### config.mk
export PLATFORM = sky130hd
export DESIGN_NAME = f_fetch_ctrl_flat
export DESIGN_NICKNAME = d
export VERILOG_FILES = /design/src/rtl/f_fetch_ctrl_pkg.sv /design/src/rtl/f_fetch_ctrl_if.sv /design/src/rtl/f_fetch_ctrl_redirect_sel.sv /design/src/rtl/f_fetch_ctrl.sv /design/src/flat_wrapper.sv
export SDC_FILE = /design/constraint.sdc
export NUM_CORES = 1
export LEC_CHECK = 0
export CAP_MARGIN = 10
export CORE_MARGIN = 4
export CORE_UTILIZATION = 39
export DETAILED_ROUTE_END_ITERATION = 10
export PLACE_DENSITY = 0.83
export SETUP_SLACK_MARGIN = 0.5
export SKIP_CTS_REPAIR_TIMING = 1
export SYNTH_ARGS = -nofsm -noshare
export SYNTH_HDL_FRONTEND = slang
export SYNTH_SLANG_ARGS = --single-unit
### constraint.sdc
create_clock -name clk -period 1.7 [get_ports clk]
set_input_delay 0.34 -clock clk [delete_from_list [all_inputs] [get_ports clk]]
set_output_delay 0.34 -clock clk [all_outputs]
set_load 0.05 [all_outputs]
### src/rtl/f_fetch_ctrl_pkg.sv
// Shared types and constants for the fetch-stage sequencer.
// Fetch-address legality depends on F_FETCH_RANGE_CHK_EN (range check on top of alignment).
package f_fetch_ctrl_pkg;

    typedef enum logic [2:0] {
        FSTATE_IDLE = 3'd0,
        FSTATE_REQ  = 3'd1,
        FSTATE_WAIT = 3'd2,
        FSTATE_HOLD = 3'd3,
        FSTATE_DROP = 3'd4
    } fstate_e;

    localparam logic [31:0] RESET_PC_DEF   = 32'h0000_3000;
    localparam logic [31:0] EXC_VECTOR_DEF = 32'h0000_4180;
    localparam logic [31:0] TEXT_LO        = 32'h0000_3000;
    localparam logic [31:0] TEXT_HI        = 32'h0000_6ffc;
    localparam logic [4:0]  EXC_ADEL       = 5'd4;

    function automatic logic fetch_addr_ok(input logic [31:0] addr);
`ifdef F_FETCH_RANGE_CHK_EN
        return ((addr & 32'h3) == 32'h0) && (addr >= TEXT_LO) && (addr <= TEXT_HI);
`else
        return (addr & 32'h3) == 32'h0;
`endif
    endfunction

endpackage

### src/rtl/f_fetch_ctrl_if.sv
// Instruction-memory bus between the fetch sequencer (master) and memory (slave).
interface f_fetch_ctrl_if;

    logic        imem_req;
    logic [31:0] imem_addr;
    logic        imem_gnt;
    logic        imem_rvalid;
    logic [31:0] imem_rdata;

    modport master (
        output imem_req,
        output imem_addr,
        input  imem_gnt,
        input  imem_rvalid,
        input  imem_rdata
    );

    modport slave (
        input  imem_req,
        input  imem_addr,
        output imem_gnt,
        output imem_rvalid,
        output imem_rdata
    );

endinterface

### src/rtl/f_fetch_ctrl_redirect_sel.sv
// Redirect priority (exception over eret), target select and fetch-address legality.
// Legality honours F_FETCH_RANGE_CHK_EN through the package helper.
module f_fetch_ctrl_redirect_sel
    import f_fetch_ctrl_pkg::*;
#(
    parameter logic [31:0] EXC_VECTOR = EXC_VECTOR_DEF
) (
    input  logic        exc_req_i,
    input  logic        eret_req_i,
    input  logic [31:0] epc_i,
    input  logic [31:0] npc_i,
    input  logic [31:0] cur_pc_i,
    output logic        redir_o,
    output logic [31:0] target_o,
    output logic        target_ok_o,
    output logic        npc_ok_o,
    output logic        cur_ok_o
);

    always_comb begin
        redir_o     = exc_req_i | eret_req_i;
        target_o    = exc_req_i ? EXC_VECTOR : epc_i;
        target_ok_o = fetch_addr_ok(target_o);
        npc_ok_o    = fetch_addr_ok(npc_i);
        cur_ok_o    = fetch_addr_ok(cur_pc_i);
    end

endmodule

### src/rtl/f_fetch_ctrl.sv
// Fetch-stage sequencer: owns the F-stage PC, drives the instruction bus, holds the word for D.
// Optional range check on fetch addresses is enabled by defining F_FETCH_RANGE_CHK_EN.
module f_fetch_ctrl
    import f_fetch_ctrl_pkg::*;
#(
    parameter logic [31:0] RESET_PC   = RESET_PC_DEF,
    parameter logic [31:0] EXC_VECTOR = EXC_VECTOR_DEF
) (
    input  logic                  clk,
    input  logic                  reset,
    input  logic                  d_stall_i,
    input  logic [31:0]           npc_in_i,
    input  logic                  exc_req_i,
    input  logic                  eret_req_i,
    input  logic [31:0]           epc_i,
    f_fetch_ctrl_if.master        imem,
    output logic [31:0]           f_pc_o,
    output logic [31:0]           f_instr_o,
    output logic                  f_valid_o,
    output logic                  f_adel_o
);

    fstate_e     state_q;
    logic [31:0] pc_q;
    logic [31:0] instr_q;
    logic        valid_q;
    logic        adel_q;
    logic        req_q;

    logic        redir;
    logic [31:0] target;
    logic        target_ok;
    logic        npc_ok;
    logic        cur_ok;

    f_fetch_ctrl_redirect_sel #(
        .EXC_VECTOR (EXC_VECTOR)
    ) u_redirect_sel (
        .exc_req_i   (exc_req_i),
        .eret_req_i  (eret_req_i),
        .epc_i       (epc_i),
        .npc_i       (npc_in_i),
        .cur_pc_i    (pc_q),
        .redir_o     (redir),
        .target_o    (target),
        .target_ok_o (target_ok),
        .npc_ok_o    (npc_ok),
        .cur_ok_o    (cur_ok)
    );

    // req_q is computed together with the PC it will present, so a legal
    // address is on the bus in the very first REQ cycle.
    always_ff @(posedge clk) begin
        if (reset) begin
            state_q <= FSTATE_IDLE;
            pc_q    <= RESET_PC;
            instr_q <= 32'h0;
            valid_q <= 1'b0;
            adel_q  <= 1'b0;
            req_q   <= 1'b0;
        end else begin
            unique case (state_q)
                FSTATE_IDLE: begin
                    state_q <= FSTATE_REQ;
                    if (redir) begin
                        pc_q  <= target;
                        req_q <= target_ok;
                    end else begin
                        req_q <= cur_ok;
                    end
                end
                FSTATE_REQ: begin
                    if (redir) begin
                        pc_q <= target;
                        if (req_q && imem.imem_gnt) begin
                            state_q <= FSTATE_DROP;
                            req_q   <= 1'b0;
                        end else begin
                            req_q <= target_ok;
                        end
                    end else if (!cur_ok) begin
                        state_q <= FSTATE_HOLD;
                        valid_q <= 1'b1;
                        adel_q  <= 1'b1;
                        instr_q <= 32'h0;
                        req_q   <= 1'b0;
                    end else if (imem.imem_gnt) begin
                        state_q <= FSTATE_WAIT;
                        req_q   <= 1'b0;
                    end
                end
                FSTATE_WAIT: begin
                    if (redir) begin
                        pc_q <= target;
                        // Response landing with the redirect is the one to discard.
                        if (imem.imem_rvalid) begin
                            state_q <= FSTATE_REQ;
                            req_q   <= target_ok;
                        end else begin
                            state_q <= FSTATE_DROP;
                        end
                    end else if (imem.imem_rvalid) begin
                        state_q <= FSTATE_HOLD;
                        instr_q <= imem.imem_rdata;
                        valid_q <= 1'b1;
                        adel_q  <= 1'b0;
                    end
                end
                FSTATE_HOLD: begin
                    if (redir) begin
                        state_q <= FSTATE_REQ;
                        pc_q    <= target;
                        valid_q <= 1'b0;
                        adel_q  <= 1'b0;
                        req_q   <= target_ok;
                    end else if (!d_stall_i) begin
                        state_q <= FSTATE_REQ;
                        pc_q    <= npc_in_i;
                        valid_q <= 1'b0;
                        adel_q  <= 1'b0;
                        req_q   <= npc_ok;
                    end
                end
                FSTATE_DROP: begin
                    if (redir) begin
                        pc_q <= target;
                    end
                    if (imem.imem_rvalid) begin
                        state_q <= FSTATE_REQ;
                        req_q   <= redir ? target_ok : cur_ok;
                    end
                end
                default: begin
                    state_q <= FSTATE_IDLE;
                    req_q   <= 1'b0;
                    valid_q <= 1'b0;
                    adel_q  <= 1'b0;
                end
            endcase
        end
    end

    assign imem.imem_req  = req_q;
    assign imem.imem_addr = pc_q;
    assign f_pc_o         = pc_q;
    assign f_instr_o      = instr_q;
    assign f_valid_o      = valid_q;
    assign f_adel_o       = adel_q;

endmodule

### src/flat_wrapper.sv
// flat-port wrapper written by rule: the top's interface ports become plain ports
module f_fetch_ctrl_flat import f_fetch_ctrl_pkg::*;
#(
    parameter logic [31:0] RESET_PC   = RESET_PC_DEF,
    parameter logic [31:0] EXC_VECTOR = EXC_VECTOR_DEF
)
  (clk, reset, d_stall_i, npc_in_i, exc_req_i, eret_req_i, epc_i, f_pc_o, f_instr_o, f_valid_o, f_adel_o, imem_imem_req, imem_imem_addr, imem_imem_gnt, imem_imem_rvalid, imem_imem_rdata);
  f_fetch_ctrl_if imem_i ();
  input  logic clk;
  input  logic reset;
  input  logic d_stall_i;
  input  logic [31:0] npc_in_i;
  input  logic exc_req_i;
  input  logic eret_req_i;
  input  logic [31:0] epc_i;
  output logic [31:0] f_pc_o;
  output logic [31:0] f_instr_o;
  output logic f_valid_o;
  output logic f_adel_o;
  output wire logic [$bits(imem_i.imem_req)-1:0] imem_imem_req;
  output wire logic [$bits(imem_i.imem_addr)-1:0] imem_imem_addr;
  input wire logic [$bits(imem_i.imem_gnt)-1:0] imem_imem_gnt;
  input wire logic [$bits(imem_i.imem_rvalid)-1:0] imem_imem_rvalid;
  input wire logic [$bits(imem_i.imem_rdata)-1:0] imem_imem_rdata;
  assign imem_imem_req = imem_i.imem_req;
  assign imem_imem_addr = imem_i.imem_addr;
  assign imem_i.imem_gnt = imem_imem_gnt;
  assign imem_i.imem_rvalid = imem_imem_rvalid;
  assign imem_i.imem_rdata = imem_imem_rdata;
  f_fetch_ctrl #(.RESET_PC(RESET_PC), .EXC_VECTOR(EXC_VECTOR)) u_core (.clk(clk), .reset(reset), .d_stall_i(d_stall_i), .npc_in_i(npc_in_i), .exc_req_i(exc_req_i), .eret_req_i(eret_req_i), .epc_i(epc_i), .imem(imem_i), .f_pc_o(f_pc_o), .f_instr_o(f_instr_o), .f_valid_o(f_valid_o), .f_adel_o(f_adel_o));
endmodule
# [Yosys cells after proc, flatten, opt, wreduce, memory -nomap -nowiden]
# Cells that the tools add are included.
[word_totals] ff_bits=70 latch_bits=0 ram_bits=0 rom_bits=0 in_bits=103 output_inout_bits=99 word_cells=79 n_memories=0
[classes] n_addsub=0 mul=0 n_div=0 magnitude_cmp=0 n_eq_ne=15 shift=0 muxes=42 bitwise=2 n_reduce_logical=14
[op_table] op="$mux 32" count=8
[op_table] op="$pmux 32 s2" count=2
[op_table] op="$logic_not 32->1" count=3
[op_table] op="$mux 3" count=10
[op_table] op="$mux 1" count=18
[op_table] op="$pmux 3 s5" count=1
[op_table] op="$reduce_and 5->1" count=3
[op_table] op="$ne 2x2->1 const B" count=5
[op_table] op="$pmux 1 s4" count=2
[op_table] op="$eq 3x2->1 const B" count=2
[op_table] op="$ne 3x2->1 const B" count=2
[op_table] op="$reduce_and 6->1" count=1
[op_table] op="$pmux 1 s5" count=1
[op_table] op="$ne 2x1->1 const B" count=2
[op_table] op="$ne 4x3->1 const B" count=1
[op_table] op="$reduce_bool 2->1" count=2
[op_table] op="$reduce_or 4->1" count=1
[op_table] op="$eq 3x1->1 const B" count=1
[op_table] op="$eq 3x3->1 const B" count=1
[op_table] op="$logic_not 3->1" count=1
[op_table] op="$ne 3x3->1 const B" count=1
[op_table] op="$reduce_and 3->1" count=1
[op_table] op="$reduce_or 2->1" count=1
[op_table] op="$logic_and 1x1->1" count=1
[op_table] op="2 further kinds" count=2

# [Logic depth before layout (Yosys ltp)]
[depth] depth_word=5 depth_mapped=8 mapped_depth_nobuf=5

# [Modules after synthesis]
# From an unflattened synthesis, not the netlist that was laid out.
[hier_totals] hier_cells=472 area_unflattened_um2=4000.1
[modules_own_cells] module="f_fetch_ctrl" instances=1 cells_per_inst=433 area_per_inst_um2=3757.4 seq_area_each_um2=1401.3
[modules_own_cells] module="f_fetch_ctrl_redirect_sel" instances=1 cells_per_inst=39 area_per_inst_um2=242.7 seq_area_each_um2=0.0

# [Least setup slack after synthesis]
# Ideal clock, no wire load.
[synth_path] path_type="register to register" from="reg u_core.pc_q[0] (netlist: u_core.f_pc_o[0])" to="reg u_core.adel_q (netlist: u_core.f_adel_o)" setup_time_ns=0.070 arrival_time_ns=1.795 t_required_ns=1.630 setup_slack_ns=-0.165 path_stages_with_launch=6 path_buffers=0 period_less_slack_ns=1.865 cell_sequence="dfxtp_1 -> nor2_1 -> a22oi_1 -> a31oi_1 -> or4_1 -> a21oi_1"
[synth_between] elab_chain_len=3
[synth_rtl] element="start: declaration" line="f_fetch_ctrl.sv:24" rtl="logic [31:0] pc_q;"
[synth_rtl] element="start signal: assignment" line="f_fetch_ctrl.sv:66" rtl="pc_q <= target;"
[synth_rtl] element="start signal: assignment" line="f_fetch_ctrl.sv:74" rtl="pc_q <= target;"
[synth_rtl] element="start signal: assignment" line="f_fetch_ctrl.sv:94" rtl="pc_q <= target;"
[synth_rtl] element="$logic_not 32->1" line="f_fetch_ctrl_pkg.sv:23" rtl="return (addr & 32'h3) == 32'h0;"
[synth_rtl] element="$ne 2x2->1 (no line)"
[synth_rtl] element="$reduce_and 6->1 (no line)"
[synth_rtl] element="end signal: assignment" line="f_fetch_ctrl.sv:59" rtl="adel_q <= 1'b0;"
[synth_rtl] element="end signal: assignment" line="f_fetch_ctrl.sv:84" rtl="adel_q <= 1'b1;"
[synth_rtl] element="end signal: assignment" line="f_fetch_ctrl.sv:106" rtl="adel_q <= 1'b0;"
[synth_rtl] element="end: declaration" line="f_fetch_ctrl.sv:27" rtl="logic adel_q;"
# Every way passes these cells.
# A chain may end at the register's enable or synchronous reset.

# [Worst setup path after layout]
[layout_path] from="reg u_core.state_q[1]" to="reg u_core.pc_q[26] (netlist: u_core.f_pc_o[26])"
[layout_between] elab_chain_len=4 elab_cells_between_ends=11 cone_classes="6 x eq/ne; 1 x mux; 4 x reduce/logical"
[layout_rtl] element="start: declaration" line="f_fetch_ctrl.sv:23" rtl="fstate_e state_q;"
[layout_rtl] element="start signal: assignment" line="f_fetch_ctrl.sv:55" rtl="state_q <= FSTATE_IDLE;"
[layout_rtl] element="start signal: assignment" line="f_fetch_ctrl.sv:64" rtl="state_q <= FSTATE_REQ;"
[layout_rtl] element="start signal: assignment" line="f_fetch_ctrl.sv:76" rtl="state_q <= FSTATE_DROP;"
[layout_rtl] element="$eq 3x1->1 (tied with other cells)" line="f_fetch_ctrl.sv:62" rtl="unique case (state_q)"
[layout_rtl] element="$reduce_or 4->1 (no line)"
[layout_rtl] element="$ne 2x1->1 (no line) or $reduce_bool 2->1 (tied branches)"
[layout_rtl] element="$reduce_and 3->1 (no line)"
# Parallel ways exist; a longest one is shown, timed or not.

==> results.yml <==
outcome:
  outcome: "finished, violations left"
  violations: "setup timing"
floorplan:
  fp-row-count: 34
  die_area_sq_um: 10720
  io-pin-count: 202
  initial_core_util_pct: 40.41
  die_h_um: 103.5
  die_w_um: 103.5
  core_area_sq_um: 8806
routing:
  drc_errors: 0
  antenna_left: 0
  num_vias: 4326
  first_pass_iters: 5
  vias_per_cell: 5.633
  wire_per_inst_um: 20.66
  drt-initial-drc-count: 244
  drt-total-wl_um: 15860
clocking:
  numCtsBuffers: 9
  cts.sinks: 70
  clock_latency_ns: 0.34
  cts_tree: "done"
  path_clk_slew_ns: 0.08
  htree_levels: 3
  cts_root_buf: "clkbuf_8"
  clk_path_buf_depth: 2
setup_path:
  critical_path_class: "flip-flop to flip-flop"
  startpoint_type: "flip-flop"
  worst-path-buf-inv: 2
  crit_arrival_ns: 1.95
  endpoint_kind: "flip-flop"
  critPathMaxStageDelay_ns: 0.42
  crit_path_top_delay_cell: "dfxtp_4"
  worstPathRequired_ns: 1.93
  crit_family: "compound AO/OA/AOI/OAI gates"
  path_max_fanout: 13
  path_cells: "nand2_1 > o21a_1 > o22ai_4 > buf_6 > clkbuf_16 > nor2_1 > a211oi_1"
synthesis:
  yosysUniqueCellTypes: 41
  ys_warn_count: 0
  syn-instance-count: 432
  synth_area_per_cell_sq_um: 8.237
  syn-cell-area_sq_um: 3558
  syn_nets: 535
  synth_edf_count: 0
  ys_seq_area_share_pct: 39.38
  ys_ff_latch: 70
  ys.flop_type: "dfxtp_1"
  synthArstFlopShare_pct: 0
timing:
  tightest_slew_ns: 0.7541
  fin_ws_ns: -0.01524
  timing.setup.tns_ns: -0.01524
  hold_violations: 0
  relSlewSlack_pct: 49.72
  period_share_pct: 100.9
  fin_skew_ns: 0.006037
  maxSlewViolCount: 0
  setup_viol: 1
  period_needed_ns: 1.715
  clock.fmax_ghz: 0.5830
  rsz0062_at_grt: "yes"
placement:
  io_buffers: 201
  place_area_sq_um: 5435
  dp_slack_ns: -0.4064
  place_congestion: 0.9388
  hpwl_um: 8747
cells_and_area:
  area_growth_pct: 107.7
  seq_area_sq_um: 1592
  final_util_pct: 83.94
  nFillCells: 451
  drive_above_1_share_pct: 51.52
  diodes: 0
  final_area_sq_um: 7392
  layout_commonest_cell: "clkdlybuf4s50_1"
  nNetsFinal: 758
  mostFrequentLayoutCells: "clkdlybuf4s50_1, buf_8, buf_4"
  multi_input_area_sq_um: 2161
power_and_ir_drop:
  power_density_nw_per_um2: 734.8
  p_leak_nw: 3.019
  vdd_ir_drop_max_uv: 447.6
global_route:
  antenna_found_initial: 0
  grt_max_degree: 54
  grt_util_all_layers_pct: 21.38
  grt_pass1_vias: 3792
  grt_pass1_wl_um: 19150
  grt_overflow: 0
flow_run:
  maxCapViolations: 0
hold_path:
  min_path_type: "flip-flop to flip-flop"
## final cells by class
class / count / area share, %
Clock buffer: 10 / 2.014
Clock inverter: 6 / 0.4739
Multi-Input combinational cell: 294 / 29.23
Tap cell: 108 / 1.828
Timing Repair Buffer: 279 / 44.87
Inverter: 1 / 0.05078
Sequential cell: 70 / 21.53
## state kept, by name, indices dropped and copies added (netlist names)
register	flops
u_core.f_adel_o	1
u_core.imem.imem_req	1
u_core.f_valid_o	1
u_core.state_q	3
u_core.f_instr_o	32
u_core.f_pc_o	32
## where the power goes
| group | total [W] | internal (W) | leakage [nW] | switching [W] |
|---|---|---|---|---|
| Clock | 0.00127 | 0.000608 | 0.0930 | 0.000660 |
| Combinational | 0.00226 | 0.00106 | 2.31 | 0.00120 |
| Sequential | 0.00190 | 0.00174 | 0.612 | 0.000165 |
| Total | 0.00543 | 0.00341 | 3.02 | 0.00202 |
## layer usage
metal  wire (um)  global-route usage [%]  up-vias
met1        5895                   25.28     2103
met5           0                       0        -
met3        1383                   6.903       39
met4         498                   8.167        0
li1            -                       -     1930
met2        8087                   36.17      254
## cell usage after synthesis, types with 3 or more instances
master	count	share of area, %
nand2b_1	3	0.53
nor2_1	41	4.3
and2_1	3	0.53
clkbuf_1	17	1.8
nand3_1	36	5.1
buf_6	3	0.95
o21ai_0	6	0.84
nor2b_1	29	5.1
nand2_1	44	4.6
a211oi_1	27	5.7
buf_4	38	8.0
dfxtp_1	70	39
mux2i_1	27	7.6
nor3_1	3	0.42
o211ai_1	6	1.3
buf_2	8	1.1
a21oi_1	40	5.6
## worst paths after layout
path | cells after the start | from | to | slack [ns]
worst max-delay path | 7 | u_core.state_q[1] | u_core.f_pc_o[26] | -0.02
worst min-delay path | 2 | u_core.f_instr_o[8] | u_core.f_instr_o[8] | 0.46
worst max register to register | 7 | u_core.state_q[1] | u_core.f_pc_o[26] | -0.02
worst min register to register | 2 | u_core.f_instr_o[8] | u_core.f_instr_o[8] | 0.46
## per-stage QoR
stage	instances	total power, W	hold slack (ns)
detailed placement	707	0.003594	0.4451
global route	768	0.005613	0.4857
finish	768	0.005432	0.4631
floorplan	432	0.002999	0.4919
CTS	723	0.004846	0.4540
global placement	707	0.003573	0.4387
## tightest hold or removal path: stages, from the launching register on
cell and delay (ns):
dfxtp_2 0.33, nand2_1 0.05, a21oi_1 0.05
## cell families after synthesis
group           Yosys count  share of synthesized area, %
mux                      27                         7.595
compound gates           97                         17.72
simple gates            169                         22.89
fa+ha+maj                 1                        0.3164
buf+inv                  68                         12.10
flops                    70                         39.38
No activity file was read; power rests on OpenSTA's default activity.
==> RTL edit 1: new RTL, config.mk and constraints unchanged <==
Make the reset (`reset`) asynchronous in one clocked block.
--- a/src/rtl/f_fetch_ctrl.sv
+++ b/src/rtl/f_fetch_ctrl.sv
@@ -50,7 +50,7 @@
 
     // req_q is computed together with the PC it will present, so a legal
     // address is on the bus in the very first REQ cycle.
-    always_ff @(posedge clk) begin
+    always_ff @(posedge clk or posedge reset) begin
         if (reset) begin
             state_q <= FSTATE_IDLE;
             pc_q    <= RESET_PC;
Check against the original RTL: differs if reset is asserted again (counterexample within 4 cycles, from zero or initial values and one cycle with reset high); with reset held inactive, the same outputs for 4 cycles.
==> RTL edit 1 against the unedited design <==
  * The run still ends with negative setup slack left
  * Area after synthesis rose by 0.95%
  * Clock skew rose by 0.012 ns
  * Wire length rose by 1.9%
  * Final area fell by 3.6%
  * Die area rose by 0.87%
  * Count of clock-buffer cells in the layout fell by 1
  * Fmax fell by 9.5%
  * Sequential share of layout area rose by 3.6 points
  * Setup slack got worse by 0.18 ns
  * Critical path depth fell by 1
  * Critical path type unchanged
  * Sequential cell count did not move
Power is not compared: it rests on default switching activity, and its combinational part moved more than twofold at a synthesized area within 25%.
==> RTL edit 1: results (changes against the unedited design) <==
status - finished with violations
failing checks - negative setup slack
Crit path max-delay family - simple AND/OR/NAND/NOR gates
crit-path max cell delay - 0.55 ns (+0.13 ns)
ys async rst share - 1.00 (+1.00)
worst vdd ir - 1.39 mV
via/cell ratio - 5.60 (-0.64%)
1st-iter DRT viols - 245 (+0.41%)
Pre-antenna DRT Iters - 7 (+2)
syn_nets - 519 (-3.0%)
Max power group - combinational logic
Post-synth top cells - nand2_1, dfrtp_1, a21oi_1
PwrDens - 1880 nW/um^2
met1 Usage GRT - 0.237 (-0.0154)
fin nets - 745 (-1.7%)
Synth area leaders - dfrtp_1, a21oi_1, nand2_1, buf_4, nor3b_1
DP HPWL - 8.85 mm (+1.2%)
Yosys warnings - 0 (unchanged)
Pint - 6.73 mW
ant diodes - 0 (unchanged)
first-pass GRT wire length - 18.5 mm (-3.4%)
share of layout cells above drive strength 1 - 0.437 (-0.0786)
Reg2Reg Depth - 6 (-1)
Port Buffers - 201 (unchanged)
HP Class - in2async
pin count of the biggest net entering global routing - 65 (+20%)
GRT met3 Usage - 0.0422 (-0.0268)
CP max stage cell - or4b_4
total track usage - 0.212 (-0.00230)
Setup Skew - 0.0179 ns (+0.0119 ns)
synth unique cells - 33 (-20%)
Slew Limit Headroom - 0.604 (+0.107)
Final setup viols - 44 (+43)
RD Place Congestion - 0.904 (-3.7%)
crit path capture - u_core.f_valid_o$_DFFE_PP0P_
WP data arrival - 2.13 ns (+0.18 ns)
RR Startpoint - u_core.state_q[1]$_DFFE_PP0P_
initial antenna violation count - 0 (unchanged)
hold_ws - 0.380 ns (-0.0832 ns)
htree depth - 3 (unchanged)
Setup TNS - -1.70 ns (-1.69 ns)
sequential power - 3.01 mW
pre-CTS WS - -0.431 ns (-0.0250 ns)
vias in the first global route - 3674 (-3.1%)
setup ws final - -0.196 ns (-0.181 ns)
Post-Route M1 WL - 6.01 mm (+2.0%)
post-synthesis sequential area ratio - 0.488 (+0.0945)
DR WL met3 - 1.02 mm (-26%)
remaining antenna violation count - 0 (unchanged)
met2 Use GR - 0.383 (+0.0213)
final WL - 16.2 mm (+1.9%)
Top Metal Used - met4
Post-DP Area - 5700 um^2 (+4.9%)
crit-path max FO - 3 (-10)
wire length on met2 - 8.33 mm (+3.0%)
Filler cells - 518 (+15%)
[RTL edit 1: cell count changes in the layout (fill, tap and decap cells not counted), sizes merged, moves of 26 or more]
cell    before  now
a211oi      27    1
dfxtp       70    0
nand3       36    4
mux2i       27    0
nor3b        0   30
dfrtp        0   68
o21ai        6   42
nand2       45   71
nor2b       29    0
[RTL edit 1: final cells by class]
type / instances / share of cell area
clock buffers: 9 / 0.0174
clock inverters: 6 / 0.0100
inverters: 5 / 0.00316
multi-input cells: 280 / 0.251
flip-flops and latches: 70 / 0.252
well taps: 108 / 0.0190
repair buffers: 276 / 0.448
[RTL edit 1: cell families after synthesis]
logic type | after synthesis | synth area share
AOI/OAI and AO/OA | 125 | 0.194
buffers and inverters | 66 | 0.106
DFF | 70 | 0.488
muxes | 1 | 0.00418
and+or+nand+nor | 154 | 0.207
[RTL edit 1: metrics by stage]
step                std cells  power (mW)
floorplan                 416        7.99
global placement          692        9.64
detailed placement        692        9.79
CTS                       707        11.2
global route              754        13.9
finish                    754        13.4
==> RTL edit 2: new RTL, same settings <==
Without the edit above. Build with the macro `F_FETCH_RANGE_CHK_EN` defined.
--- a/src/rtl/f_fetch_ctrl_pkg.sv
+++ b/src/rtl/f_fetch_ctrl_pkg.sv
@@ -1,5 +1,7 @@
 // Shared types and constants for the fetch-stage sequencer.
 // Fetch-address legality depends on F_FETCH_RANGE_CHK_EN (range check on top of alignment).
+`define F_FETCH_RANGE_CHK_EN
+
 package f_fetch_ctrl_pkg;
 
     typedef enum logic [2:0] {
Behaviour: not the same (a bounded check fails within 4 cycles, from zero or initial values and one cycle with reset high).
==> RTL edit 2 against the unedited design <==
  * Critical path type is now in2reg
  * Clock power up 31%
  * Register-to-register slack worse by 0.13 ns
  * Sequential cell count unchanged
  * Sequential power up 5%
  * The run still ends with negative setup slack left
  * Setup slack worse by 0.28 ns
  * Final area up 8.3%
  * Total power up 20%
  * Largest cell class unchanged
  * Area after synthesis up 15%
  * Wire length up 20%
  * Sequential share of layout area down 1.9 points
  * Critical endpoint is now u_core.imem.imem_req$_SDFFE_PP0P_
==> RTL edit 2: results (changes against the unedited design) <==
status - finished with violations
failing checks - negative setup slack
setup ws final - -0.291 ns (-0.276 ns)
Post-Route M1 WL - 6.75 mm (+14%)
Crit path max-delay family - simple AND/OR/NAND/NOR gates
met1 Usage GRT - 0.254 (+0.000953)
Placed Instances - 793 (+12%)
CP Launch Point - npc_in_i[30]
Pre-antenna DRT Iters - 4 (-1)
switching power - 2.45 mW (+21%)
Setup TNS - -2.20 ns (-2.18 ns)
share of layout cells above drive strength 1 - 0.494 (-0.0209)
total track usage - 0.220 (+0.00608)
pre-CTS WS - -0.359 ns (+0.0469 ns)
Synth area leaders - dfxtp_1, mux2i_1, buf_4, a211oi_1, nand2b_1
crit-path max FO - 2 (-11)
hold_ws - 0.430 ns (-0.0333 ns)
Reg2Reg Depth - 6 (-1)
Clock net power - 1.67 mW (+31%)
DR WL met3 - 2.19 mm (+58%)
worst vdd ir - 0.505 mV (+13%)
hold endpoint - u_core.f_adel_o$_SDFFE_PP0P_
Top Metal Used - met5
wire per inst - 22.8 um (+10%)
WP data arrival - 2.25 ns (+0.30 ns)
vias in the first global route - 4265 (+12%)
crit path capture - u_core.imem.imem_req$_SDFFE_PP0P_
CP max stage cell - nor3_1
synth unique cells - 57 (+39%)
Reg2Reg Setup Slack - -0.15 ns (-0.13 ns)
GRT met3 Usage - 0.0641 (-0.00496)
RD Place Congestion - 0.906 (-3.5%)
P_leak - 3.38 nW (+12%)
final WL - 19.0 mm (+20%)
via/cell ratio - 5.65 (+0.24%)
Setup Skew - 0.0220 ns (+0.0160 ns)
Initial Util - 0.397 (-0.00697)
combinational power - 2.87 mW (+27%)
Final setup viols - 36 (+35)
Post-DP Area - 6350 um^2 (+17%)
met2 Use GR - 0.377 (+0.0153)
pin count of the biggest net entering global routing - 33 (-39%)
RR Startpoint - u_core.f_pc_o[14]$_SDFFE_PP0P_
Post-synth top cells - dfxtp_1, mux2i_1, nand2_1
Avg Cell Area, Syn - 8.78 um^2 (+6.6%)
FF-to-FF End - u_core.state_q[0]$_SDFFE_PP0P_
clock root buffer - clkbuf_8
DP HPWL - 10.8 mm (+23%)
syn_nets - 568 (+6.2%)
first-pass GRT wire length - 20.8 mm (+8.6%)
post-synthesis sequential area ratio - 0.343 (-0.0505)
RTL edit 2: cell types whose count changed in the layout (fill, tap and decap cells not counted), sizes merged, moves of 4 or more:
cell,delta
mux2i,+34
nand3,-33
nand2b,+32
a21oi,-29
nor4,+12
nor2,-5
nor3,+5
and3,+4
buf,+4
RTL edit 2: area by class of cell:
type                            instances  area, um^2
Clock buffer                           12         166
Tap cell                              136         170
Fill cell                             561        2270
Clock inverter                          4        75.1
Multi-Input combinational cell        328        2690
Sequential cell                        70        1570
Timing Repair Buffer                  281        3320
Inverter                                3        11.3
RTL edit 2: cells by family (layout without fill, tap and decap cells):
kind of cell / count (synthesis) / after routing / synth area share
AND/OR/NAND/NOR: 190 / 190 / 0.254
AO/OA/AOI/OAI: 75 / 75 / 0.136
multiplexers: 62 / 62 / 0.152
XOR/XNOR: 1 / 1 / 0.00215
buffers and inverters: 67 / 300 / 0.113
flip-flops: 70 / 70 / 0.343
